## config.mk

```make
export PLATFORM = sky130hd
export DESIGN_NAME = display_digit_sequencer
export DESIGN_NICKNAME = d
export VERILOG_FILES = /design/src/rtl/display_digit_sequencer.sv
export SDC_FILE = /design/constraint.sdc
export NUM_CORES = 1
export LEC_CHECK = 0
export CORE_ASPECT_RATIO = 1.5
export CORE_MARGIN = 3
export CORE_UTILIZATION = 53
export DETAILED_ROUTE_END_ITERATION = 7
export PLACE_DENSITY_LB_ADDON = 0.1
export SLEW_MARGIN = 20
export SYNTH_ARGS = -nofsm -noshare
export SYNTH_HDL_FRONTEND = slang
export SYNTH_SLANG_ARGS = --single-unit
```

## constraint.sdc

```tcl
create_clock -name clk -period 6.4 [get_ports clk]
set_input_delay 0.96 -clock clk [delete_from_list [all_inputs] [get_ports clk]]
set_output_delay 0.96 -clock clk [all_outputs]
set_load 0.03 [all_outputs]
```

## src/rtl/display_digit_sequencer.sv

```systemverilog
// -----------------------------------------------------------------------------
// display_digit_sequencer
//
// Samples BCD display data and a 2-bit mode select at a throttled update rate,
// holds both, and drives per-display decimal-point and leading-zero blanking
// masks for an N_DIGITS seven-segment bank. It sits between the mode/data mux
// and the seven-segment drivers.
//
// Optional feature macro: DISPLAY_BLINK_EN
//   defined   -> alarm blinking. While alarm is high, the bank alternates
//                between normal masks and fully dark every BLINK_TICKS clocks.
//   undefined -> no blink logic. The alarm input is ignored and the masks
//                depend only on the held values.
//
// Ports
//   clk            in   1         system clock, all state on rising edge
//   reset          in   1         synchronous, active-high
//   data           in   4*N_BCD   BCD digits, digit 0 in [3:0]
//   select         in   2         display mode 0..3
//   alarm          in   1         blink request (level)
//   data_out       out  4*N_BCD   held data
//   DP             out  N_DIGITS  decimal-point enables, 1 = lit
//   Blank          out  N_DIGITS  blank enables, 1 = display off
//   update_strobe  out  1         one-cycle pulse, held registers refreshed
//
// Timing
//   - After reset, the first clock edge is always an update, because the
//     pending flag is set.
//   - DP and Blank are registered from the held values. They therefore lag
//     update_strobe and data_out by one edge.
// -----------------------------------------------------------------------------
module display_digit_sequencer #(
  parameter int N_DIGITS     = 6,
  parameter int N_BCD        = 4,
  parameter int DP_POS_0     = 6,
  parameter int DP_POS_1     = 6,
  parameter int DP_POS_2     = 2,
  parameter int DP_POS_3     = 3,
  parameter int MIN_DIG_0    = 4,
  parameter int MIN_DIG_1    = 1,
  parameter int MIN_DIG_2    = 3,
  parameter int MIN_DIG_3    = 4,
  parameter int UPDATE_TICKS = 5_000_000,
  parameter int BLINK_TICKS  = 12_500_000
) (
  input  logic                  clk,
  input  logic                  reset,
  input  logic [4*N_BCD-1:0]    data,
  input  logic [1:0]            select,
  input  logic                  alarm,
  output logic [4*N_BCD-1:0]    data_out,
  output logic [N_DIGITS-1:0]   DP,
  output logic [N_DIGITS-1:0]   Blank,
  output logic                  update_strobe
);

  localparam int UPD_W = $clog2(UPDATE_TICKS);
  localparam logic [UPD_W-1:0] UPD_LAST = UPD_W'(UPDATE_TICKS - 1);

  // ---------------------------------------------------------------------------
  // Per-mode constant lookups
  // ---------------------------------------------------------------------------
  function automatic int dp_pos_f(input logic [1:0] sel);
    case (sel)
      2'd0:    return DP_POS_0;
      2'd1:    return DP_POS_1;
      2'd2:    return DP_POS_2;
      2'd3:    return DP_POS_3;
      default: return DP_POS_0;
    endcase
  endfunction

  function automatic int min_dig_f(input logic [1:0] sel);
    case (sel)
      2'd0:    return MIN_DIG_0;
      2'd1:    return MIN_DIG_1;
      2'd2:    return MIN_DIG_2;
      2'd3:    return MIN_DIG_3;
      default: return MIN_DIG_0;
    endcase
  endfunction

  // ---------------------------------------------------------------------------
  // Update path state
  // ---------------------------------------------------------------------------
  logic [UPD_W-1:0]    upd_cnt_q,   upd_cnt_d;
  logic [4*N_BCD-1:0]  held_data_q, held_data_d;
  logic [1:0]          held_sel_q,  held_sel_d;
  logic                pending_q;
  logic                strobe_q;
  logic                update_evt_s;

  // ---------------------------------------------------------------------------
  // Mask path state
  // ---------------------------------------------------------------------------
  logic [N_DIGITS-1:0] dp_q,    blank_q;
  logic [N_DIGITS-1:0] dp_s,    blank_s;
  int                  sig_s;
  int                  shown_s;
  int                  min_dig_s;
  int                  dp_pos_s;
  logic                phase_s;    // 1 = on (normal masks), 0 = forced dark

  // Update event decode and next values for the held registers.
  // Several trigger conditions may be true at once; they still form one
  // event, because they all collapse into the same single strobe.
  always_comb begin
    update_evt_s = (upd_cnt_q == UPD_LAST) || (select != held_sel_q) || pending_q;
    upd_cnt_d    = upd_cnt_q;
    held_data_d  = held_data_q;
    held_sel_d   = held_sel_q;
    if (update_evt_s) begin
      upd_cnt_d   = '0;
      held_data_d = data;
      held_sel_d  = select;
    end else begin
      upd_cnt_d   = upd_cnt_q + UPD_W'(1);
      held_data_d = held_data_q;
      held_sel_d  = held_sel_q;
    end
  end

  // Update path registers: period counter, held data/select, pending, strobe.
  always_ff @(posedge clk) begin
    if (reset) begin
      upd_cnt_q   <= '0;
      held_data_q <= '0;
      held_sel_q  <= 2'd0;
      pending_q   <= 1'b1;
      strobe_q    <= 1'b0;
    end else begin
      upd_cnt_q   <= upd_cnt_d;
      held_data_q <= held_data_d;
      held_sel_q  <= held_sel_d;
      // Any pending request is consumed by the event it forces on this edge.
      pending_q   <= 1'b0;
      strobe_q    <= update_evt_s;
    end
  end

  // Leading-zero blanking and decimal-point decode from the held values.
  // Non-decimal nibbles (A-F) count as significant digits; no error is raised.
  always_comb begin
    sig_s     = 0;
    min_dig_s = min_dig_f(held_sel_q);
    dp_pos_s  = dp_pos_f(held_sel_q);
    shown_s   = 0;
    blank_s   = '0;
    dp_s      = '0;
    // Scan upward so the last nonzero nibble found is the most significant.
    for (int i = 0; i < N_BCD; i++) begin
      if (held_data_q[4*i +: 4] != 4'd0) begin
        sig_s = i + 1;
      end else begin
        sig_s = sig_s;
      end
    end
    if (sig_s > min_dig_s) begin
      shown_s = sig_s;
    end else begin
      shown_s = min_dig_s;
    end
    // Positions past the BCD field never carry a digit, so they stay dark.
    if (shown_s > N_BCD) begin
      shown_s = N_BCD;
    end else begin
      shown_s = shown_s;
    end
    // A DP position at or beyond N_DIGITS simply matches no display.
    for (int i = 0; i < N_DIGITS; i++) begin
      blank_s[i] = (i >= shown_s);
      dp_s[i]    = (i == dp_pos_s);
    end
  end

`ifdef DISPLAY_BLINK_EN
  // ---------------------------------------------------------------------------
  // Alarm blink: half-period counter and on/off phase
  // ---------------------------------------------------------------------------
  localparam int BLK_W = (BLINK_TICKS > 1) ? $clog2(BLINK_TICKS) : 1;
  localparam logic [BLK_W-1:0] BLK_LAST = BLK_W'(BLINK_TICKS - 1);

  logic [BLK_W-1:0] blk_cnt_q, blk_cnt_d;
  logic             phase_q,   phase_d;

  // Blink next-state: idle on while alarm is low, otherwise toggle each half-period.
  always_comb begin
    blk_cnt_d = blk_cnt_q;
    phase_d   = phase_q;
    if (!alarm) begin
      blk_cnt_d = '0;
      phase_d   = 1'b1;
    end else if (blk_cnt_q == BLK_LAST) begin
      blk_cnt_d = '0;
      phase_d   = ~phase_q;
    end else begin
      blk_cnt_d = blk_cnt_q + BLK_W'(1);
      phase_d   = phase_q;
    end
  end

  // Blink registers.
  always_ff @(posedge clk) begin
    if (reset) begin
      blk_cnt_q <= '0;
      phase_q   <= 1'b1;
    end else begin
      blk_cnt_q <= blk_cnt_d;
      phase_q   <= phase_d;
    end
  end

  assign phase_s = phase_q;
`else
  // Without blink support the bank is permanently in the on phase. The alarm
  // input is kept for port compatibility, and its value is intentionally
  // discarded here.
  logic alarm_unused_s;
  assign alarm_unused_s = alarm;
  assign phase_s        = 1'b1;
`endif

  // Output mask registers, refreshed every cycle. The off phase forces the
  // whole bank dark and all DPs off.
  always_ff @(posedge clk) begin
    if (reset) begin
      dp_q    <= '0;
      blank_q <= '1;
    end else if (phase_s) begin
      dp_q    <= dp_s;
      blank_q <= blank_s;
    end else begin
      dp_q    <= '0;
      blank_q <= '1;
    end
  end

  assign data_out      = held_data_q;
  assign DP            = dp_q;
  assign Blank         = blank_q;
  assign update_strobe = strobe_q;

endmodule

```

=== After elaboration in Yosys (flattened, before gate mapping) ===
Cells that the tools add are included.

* Eq/ne operators: 10
* $add $sub $neg: 1
* Multipliers: 0
* Magnitude comparators: 8
* Bitwise gates (word level): 0
* Divide/modulo/power cells: 0
* Reduce and logical (&&, ||, !) cells: 11
* Mux-type cells: 9
* Shift-type cells: 0

{| class="wikitable"
|+ Operators by type and width
! operator !! number
|-
| 32-bit one-hot mux with 3 select lines || 2
|-
| 32-bit two-way mux || 5
|-
| 3-bit by 32-bit equality test with 1-bit output (first input constant) || 2
|-
| 4-bit by 32-bit equality test with 1-bit output (first input constant) || 2
|-
| 3-bit by 32-bit >= comparator with 1-bit output (first input constant) || 2
|-
| 4-bit by 32-bit >= comparator with 1-bit output (first input constant) || 2
|-
| 2-bit by 32-bit equality test with 1-bit output (first input constant) || 1
|-
| 1-bit by 32-bit >= comparator with 1-bit output (first input constant) || 1
|-
| 2-bit by 32-bit >= comparator with 1-bit output (first input constant) || 1
|-
| 32-bit > comparator || 1
|-
| 32-bit by 4-bit > comparator with 1-bit output (second input constant) || 1
|-
| 32-bit logical NOT || 1
|-
| 23-bit by 1-bit adder with 23-bit output (second input constant) || 1
|-
| 23-bit equality test (second input constant) || 1
|-
| 4-bit nonzero test || 4
|-
| 2-bit OR reduction || 3
|-
| 2-bit equality test (second input constant) || 2
|-
| 2-bit by 1-bit equality test with 1-bit output (second input constant) || 1
|-
| 2-bit logical NOT || 1
|-
| 1-bit logical OR || 2
|-
| 1-bit two-way mux || 2
|-
| 2-bit inequality test || 1
|}

* Register bits after elaboration: 55
* Word-level logic and storage cells: 46
* Bits in latches: 0
* Memory bits (read-only): 0
* Input port bits: 21
* Memories: 0
* Output and inout bits: 29
* Memory bits (writable): 0

=== Depth between registers and ports, before layout ===
Gate-level depths: netlist of run 1.

* Depth in word-level cells: 10
* Mapped depth: 9
* Mapped depth without buffers: 9

=== Worst setup path before layout of run 1 ===
Ideal clock, no wire load.

* Path kind: reg-to-reg
* Start: register held_data_q[6] (netlist: data_out[6])
* End: register blank_q[2] (netlist: Blank[2])
* Cell stages (with the launch flop): 10
* Library setup time: 0.116 ns
* Clock period less this slack: 2.464 ns
* Arrival time: 2.348 ns
* Setup slack: 3.936 ns
* Data required time: 6.284 ns
* Path through: dfxtp_1 or4_1 o21ai_0 nand2_1 ha_1 nand2b_1 a21oi_1 o21ai_0 or3_1 a31o_2

* Longest elaborated chain between the ends: 9

{| class="wikitable"
|+ Ends and longest elaborated chain
! element !! RTL line !! source
|-
| start, declared || 87 || <nowiki>logic [4*N_BCD-1:0] held_data_q, held_data_d;</nowiki>
|-
| start signal, assigned || 133 || <nowiki>held_data_q <= held_data_d;</nowiki>
|-
| 4-bit nonzero test * || 152 || <nowiki>if (held_data_q[4*i +: 4] != 4'd0) begin</nowiki>
|-
| 32-bit two-way mux * (3 in a row) || 152 ||
|-
| 32-bit > comparator || 158 || <nowiki>if (sig_s > min_dig_s) begin</nowiki>
|-
| 32-bit two-way mux * || 158 ||
|-
| 32-bit by 4-bit > comparator with 1-bit output || 164 || <nowiki>if (shown_s > N_BCD) begin</nowiki>
|-
| 32-bit two-way mux * || 164 ||
|-
| 3-bit by 32-bit >= comparator with 1-bit output * || 171 || <nowiki>blank_s[i] = (i >= shown_s);</nowiki>
|-
| end signal, assigned || 231 || <nowiki>blank_q <= blank_s;</nowiki>
|-
| end, declared || 96 || <nowiki>logic [N_DIGITS-1:0] dp_q, blank_q;</nowiki>
|}

Every way passes the cells marked *; elsewhere a longest branch is shown, timed or not.
A chain may end at the register's enable or synchronous reset.

=== Worst setup path after layout of run 1 ===
* Start: register held_data_q[12] (netlist: data_out[12])
* End: register blank_q[5] (netlist: Blank[5])

* Longest elaborated chain between the ends: 7

{| class="wikitable"
|+ Ends and longest elaborated chain
! element !! RTL line
|-
| 4-bit nonzero test * || 152
|-
| 32-bit two-way mux * || 152
|-
| 32-bit > comparator || 158
|-
| 32-bit two-way mux * || 158
|-
| 32-bit by 4-bit > comparator with 1-bit output || 164
|-
| 32-bit two-way mux * || 164
|-
| 4-bit by 32-bit >= comparator with 1-bit output * || 171
|}

Marks and branches as above.

==> results.md, run 1 <==
- Status: finished clean
- DR WL met2: 2.21 mm
- Max-cap check violation count: 0
- Top cell type's share of synthesized area: 46.8%
- Vias in the first global route: 1643
- Drt first-iter violations: 46
- Finished Cell Area: 2740 um2
- Final setup violation count: 0
- Most used DFF post-synth: dfxtp_1
- CTS sink cnt: 51
- Placement Cell Area: 2610 um2
- Gates resized, CTS repair: 0
- DP HPWL: 3.04 mm
- Endpoints failing hold: 0
- Setup Skew: 0.0113 ns
- Fmax: 359 MHz
- Post-DRT Antenna Nets: 0
- Average wire per standard cell: 13.1 um
- Syn Inst Count: 231
- Drt first pass iters: 4
- RSZ-0062 raised after global routing: no
- Row cnt: 27
- Clk slew on worst S/H paths: 0.09 ns
- Fill cells: 309
- Nets@finish: 305
- Gpl congestion: 0.778
- Fin crit period: 2.78 ns
- PortBufs: 44
- All-Layer GR Usage: 18.9%
- Syn. warnings: 0
- Slew HR: 43.8%
- Top cells by area in the synthesized netlist: dfxtp_1, mux2i_1, nor2_1
- Cell taking the most area after synthesis: dfxtp_1
- Hold WS: 0.454 ns
- Period utilisation layout: 43.5%
- Crit Path Class: flip-flop to flip-flop
- Ant diodes: 0
- Via density: 5.16
- Setup TNS: 0 ns
- Die height: 84.5 um
- CTS buffer count: 5
- Min-Delay Path Class: flip-flop to flip-flop
- CP Capture Type: flip-flop
- Cell Chain, Critical Path: nor4_1 > inv_1 > nor2_1 > ha_1 > nand2b_1 > a21oi_1 > o21ai_0 > mux2i_1 > or2_2
- Worst stage delay on the critical path: 0.53 ns
- Core region area: 3820 um2
- Clock buffer depth: 2
- Pwr/cell area: 260 nW/um2
- CP Max Fanout: 5
- Worst path slowest cell: nor4_1
- Overflow after GRT: 0
- Routed vias: 1651
- Worst-Skew Late Latency: 0.30 ns
- DR top layer: met4
- First-pass GRT wire length: 7.30 mm
- Worst EP arrival: 2.98 ns
- Avg Inst Size Synth: 9.44 um2
- Actual transition at the worst max-transition pin: 0.836 ns
- Synth-to-Final Area Change: 25.8%
- Cell area after synthesis: 2180 um2
- Number of synthesized flops with an enable pin: 0
- Die area: 4930 um2
- I/O pin total: 50
- H-tree depth: 2
- CTS Root Cell: clkbuf_8
- Met3 wire len: 191 um
- Total Routed Length: 4.19 mm
- Max IR drop VDD: 0.000217 V
- Synth unique cells: 35
- Post-synth ARST share: 0%
- Share of cells above drive strength 1: 5.42%
- Die width: 58.4 um
- Number of remaining DRC errors: 0
- M1 WL: 1.73 mm
- CP required: 6.60 ns
- Antenna violations before repair: 0
- Leakage: 1.13 nW
- Pins over their slew limit: 0
- Setup repair bufs after CTS: 0
- Initial core utilization: 57.1%
- CP Launch Type: flip-flop
- Maximum number of pins on one net before global-route repair: 28
- Hold buffers post-CTS: 0
- CTS tree: yes
- Synth Register Bits: 51
- Seq/Total Area, Yosys: 46.8%
cells by family after synthesis:
logic type | share of synthesized area (%)
multiplexers | 8.27
AND/OR/NAND/NOR | 22.9
buffers and inverters | 5.34
other | 0.172
AO/OA/AOI/OAI | 2.64
flip-flops | 46.8
XOR/XNOR | 9.24
adder cells (fa/ha/maj) | 4.59
routing by layer:
metal,GRT usage (%),vias up
met4,6.75,0
met1,20.8,761
met3,4.31,5
met2,34.0,33
li1,-,852
met5,0,-
cell usage after synthesis (4+ instances only):
master    n
buf_4     5
dfxtp_1  51
ha_1      8
inv_1     6
mux2i_1  18
nand2_1  12
nand3_1  10
nand4_1   4
nor2_1   48
nor2b_1   4
nor3_1    4
nor4_1    5
xnor2_1   7
xor2_1   16
flip-flops by register name (all words and copies together) (netlist names):
name           flops
Blank              6
update_strobe      1
data_out          16
upd_cnt_q         23
held_sel_q         2
DP                 2
pending_q          1
layout make-up:
class	count	area [um2]	area share, %
clock buffer	6	72.6	2.65
clock inverter	2	60.1	2.19
inverter	6	22.5	0.821
multi-input combinational	166	1060	38.5
sequential	51	1020	37.2
tap	43	53.8	1.96
timing repair buffer	46	455	16.6
per-stage QoR:
| step | power (W) | cells | setup WS, ns | util, % |
|---|---|---|---|---|
| after floorplan | 0.000418 | 234 | 3.94 | - |
| after global placement | 0.000457 | 312 | 3.40 | 68.4 |
| after detailed placement | 0.000460 | 312 | 3.40 | 68.4 |
| after CTS | 0.000717 | 320 | 3.69 | 71.8 |
| after global routing | 0.000742 | 320 | 3.45 | 71.8 |
| final | 0.000712 | 320 | 3.62 | 71.8 |
critical path, delay by kind of cell (launching register included):
family / cells / cell delay [ns]
and+or+nand+nor: 4 / 1.12
DFF: 1 / 0.33
AOI/OAI and AO/OA: 2 / 0.56
adders and majority gates: 1 / 0.26
muxes: 1 / 0.20
buffers and inverters: 1 / 0.21
path summary, 6_finish.rpt:
| check | startpoint | to | slack [ns] | depth (start not counted) |
|---|---|---|---|---|
| min | upd_cnt_q[0]$_SDFF_PP0_ | upd_cnt_q[0]$_SDFF_PP0_ | 0.45 | 1 |
| min reg2reg | upd_cnt_q[0]$_SDFF_PP0_ | upd_cnt_q[0]$_SDFF_PP0_ | 0.45 | 1 |
| max reg2reg | data_out[12]$_SDFFE_PP0P_ | Blank[5]$_SDFF_PP1_ | 3.62 | 9 |
| max | data_out[12]$_SDFFE_PP0P_ | Blank[5]$_SDFF_PP1_ | 3.62 | 9 |
power by group:
part           internal [W]  leakage, nW  switching [W]
Combinational     0.0000521        0.646      0.0000623
Sequential         0.000330        0.418     0.00000723
Clock              0.000156       0.0654       0.000104
cell usage in the layout (no fill, tap or decap), drive strengths merged, types with 5 or more instances in the layout:
master / n
nand3: 11
mux2i: 18
dfxtp: 51
nand2: 12
clkdlybuf4s50: 44
nor2: 48
ha: 8
inv: 6
xnor2: 7
clkbuf: 6
xor2: 16
nor4: 5
(Power assumes the default switching activity.)
==> run 2: changes to the inputs <==
Settings changed: CORE_UTILIZATION 53 to 49.
Clock period 6.4 ns to 2.6 ns, I/O delays scaled along.
==> results.md, run 2 (same netlist as run 1, synthesis figures left out) <==
- CP required: 2.80 ns (-3.80 ns)
- Drt first-iter violations: 59 (+28%)
- All-Layer GR Usage: 17.1% (-1.7 points)
- Placed cell count: 320 (+2.6%)
- Clk slew on worst S/H paths: 0.09 ns (about the same)
- Die area: 5300 um2 (+7.4%)
- Drt first pass iters: 4 (unchanged)
- Period utilisation layout: 92.4% (+49 points)
- Initial core utilization: 51.3% (-5.8 points)
- First-pass GRT wire length: 6.87 mm (-5.9%)
- DP HPWL: 3.11 mm (+2.4%)
- Leakage: 1.15 nW (+2.2%)
- Overflow after GRT: 0 (unchanged)
- CP Launch Type: flip-flop
- Clock power share: 36.2% (-0.3 points)
- Die height: 87.7 um (+3.7%)
- Worst R2R Path Depth: 9 (unchanged)
- Setup Skew: 0.00671 ns (-0.00461 ns)
- Endpoints failing hold: 0 (unchanged)
- Fill cells: 375 (+21%)
- CTS Root Cell: clkbuf_8
- Post-DRT Antenna Nets: 0 (unchanged)
- Actual transition at the worst max-transition pin: 0.708 ns (-0.128 ns)
- Total Routed Length: 4.23 mm (+1.1%)
- Min-Delay Path Class: flip-flop to flip-flop
- Number of remaining DRC errors: 0 (unchanged)
- Setup repair bufs after CTS: 0 (unchanged)
- Core Util, Final: 65.8% (-6.0 points)
- Max-cap check violation count: 0 (unchanged)
- Fmax: 416 MHz (+16%)
- Via density: 5.17 (+0.22%)
- Power Internal: 0.00134 W (+150%)
- WHS Path Cells: 1 (unchanged)
- CTS buffer count: 5 (unchanged)
- RR Startpoint: data_out[6]$_SDFFE_PP0P_
- Hold Startpoint: upd_cnt_q[0]$_SDFF_PP0_
- Synth-to-Final Area Change: 28.2%
- Pre-CTS setup slack: 0.0578 ns (-3.34 ns)
- Max FFs per register: 23 (unchanged)
- Crit Path Class: flip-flop to flip-flop
- Clock buffer depth: 2 (unchanged)
- Nets@finish: 310 (+1.6%)
- Max IR drop VDD: 0.000594 V (+170%)
- H-tree depth: 2 (unchanged)
- Fin crit period: 2.40 ns (-0.383 ns)
- CP Capture Type: flip-flop
- Vias in the first global route: 1616 (-1.6%)
- Pwr/cell area: 634 nW/um2 (+140%)
- Worst setup margin: 0.198 ns (-3.42 ns)
- Pins over their slew limit: 0 (unchanged)
- RSZ-0062 raised after global routing: no
- Most frequent cells in the layout: dfxtp_1, nor2_1, clkdlybuf4s50_1, mux2i_1, xor2_1
- Commonest non-fill, non-tap cell in the layout: dfxtp_1
- Largest Register: upd_cnt_q
- Setup TNS: 0 ns (unchanged)
- Worst-Skew Late Latency: 0.30 ns (about the same)
- PortBufs: 44 (unchanged)
- Ant diodes: 0 (unchanged)
- Die width: 60.5 um (+3.6%)
- Worst Setup SP: data_out[6]$_SDFFE_PP0P_
- Core region area: 4250 um2 (+11%)
- Non-filler cells, final: 328 (+2.5%)
- CTS sink cnt: 51 (unchanged)
- Combinational share of power: 16.9% (+0.8 points)
- Share of cells above drive strength 1: 8.16% (+2.7 points)
- Average wire per standard cell: 12.9 um (-1.4%)
- Worst EP arrival: 2.60 ns (-0.38 ns)
- Gpl congestion: 0.834 (+7.3%)
- Row cnt: 29 (+7.4%)
- Sw Share: 24.6% (+0.30 points)
- Routed vias: 1696 (+2.7%)
- I/O pin total: 50 (unchanged)
- CP Max Fanout: 4 (-1)
- Sw power: 0.000437 W (+150%)
- CTS tree: yes
- Antenna violations before repair: 0 (unchanged)
- Maximum number of pins on one net before global-route repair: 27 (-3.6%)
- Final setup violation count: 0 (unchanged)
- Sequential power share: 46.9% (-0.5 points)
- Slew HR: 52.4% (+8.6 points)
- Status: finished clean
## run 2: area by class of cell
| type | instances | area [um2] | share of cell area, % |
|---|---|---|---|
| timing repair buffer | 51 | 493 | 17.6 |
| clock inverter | 3 | 67.6 | 2.42 |
| multi-input combinational | 166 | 1060 | 38.1 |
| clock buffer | 5 | 68.8 | 2.46 |
| tap | 46 | 57.6 | 2.06 |
| inverter | 6 | 22.5 | 0.806 |
| sequential | 51 | 1020 | 36.5 |
## run 2: final timing paths
check	to	slack, ns
hold reg to reg	upd_cnt_q[0]$_SDFF_PP0_	0.45
setup reg to reg	Blank[2]$_SDFF_PP1_	0.20
hold / removal	upd_cnt_q[0]$_SDFF_PP0_	0.45
setup / recovery	Blank[2]$_SDFF_PP1_	0.20
## run 2: power by group through the flow
| stage | clock network, W | registers, W | logic (W) |
|---|---|---|---|
| floorplan | 0 | 0.000905 | 0.000125 |
| global placement | 0 | 0.000850 | 0.000288 |
| detailed placement | 0 | 0.000851 | 0.000290 |
| CTS | 0.000658 | 0.000833 | 0.000294 |
| global route | 0.000695 | 0.000837 | 0.000322 |
| finish | 0.000642 | 0.000832 | 0.000299 |
## run 2: critical path, stage by stage (launching register included)
cell and delay [ns]:
dfxtp_1 0.32, or4_1 0.57, o21ai_0 0.18, nand2_1 0.08, ha_1 0.18, nand2b_1 0.16, a21oi_2 0.16, o21ai_2 0.11
or3_1 0.31, a31o_2 0.23
## run 2: metal layers
layer  vias to the layer above  global-route usage [%]  routed length (um)
li1                        864                       -                   -
met1                       783                    17.3                1650
met2                        41                    30.0                2220
met3                         8                    6.64                 253
met4                         0                    8.28                 114
met5                         -                       0                   0
## run 2: what timing repair did
action / CTS / global route
hold buffers: 0 / 0
endpoints found under the setup margin: 1 / 2
cloned: 0 / 0
resized for setup: 1 / 2
## run 2: metrics by stage
step | hold slack [ns] | power [W] | cell area, um2
6_report | 0.452 | 0.00177 | 2800
5_1_grt | 0.493 | 0.00185 | 2800
4_1_cts | 0.457 | 0.00178 | 2790
3_5_place_dp | 0.436 | 0.00114 | 2650
3_3_place_gp | 0.428 | 0.00114 | 2650
2_1_floorplan | 0.417 | 0.00103 | 2190
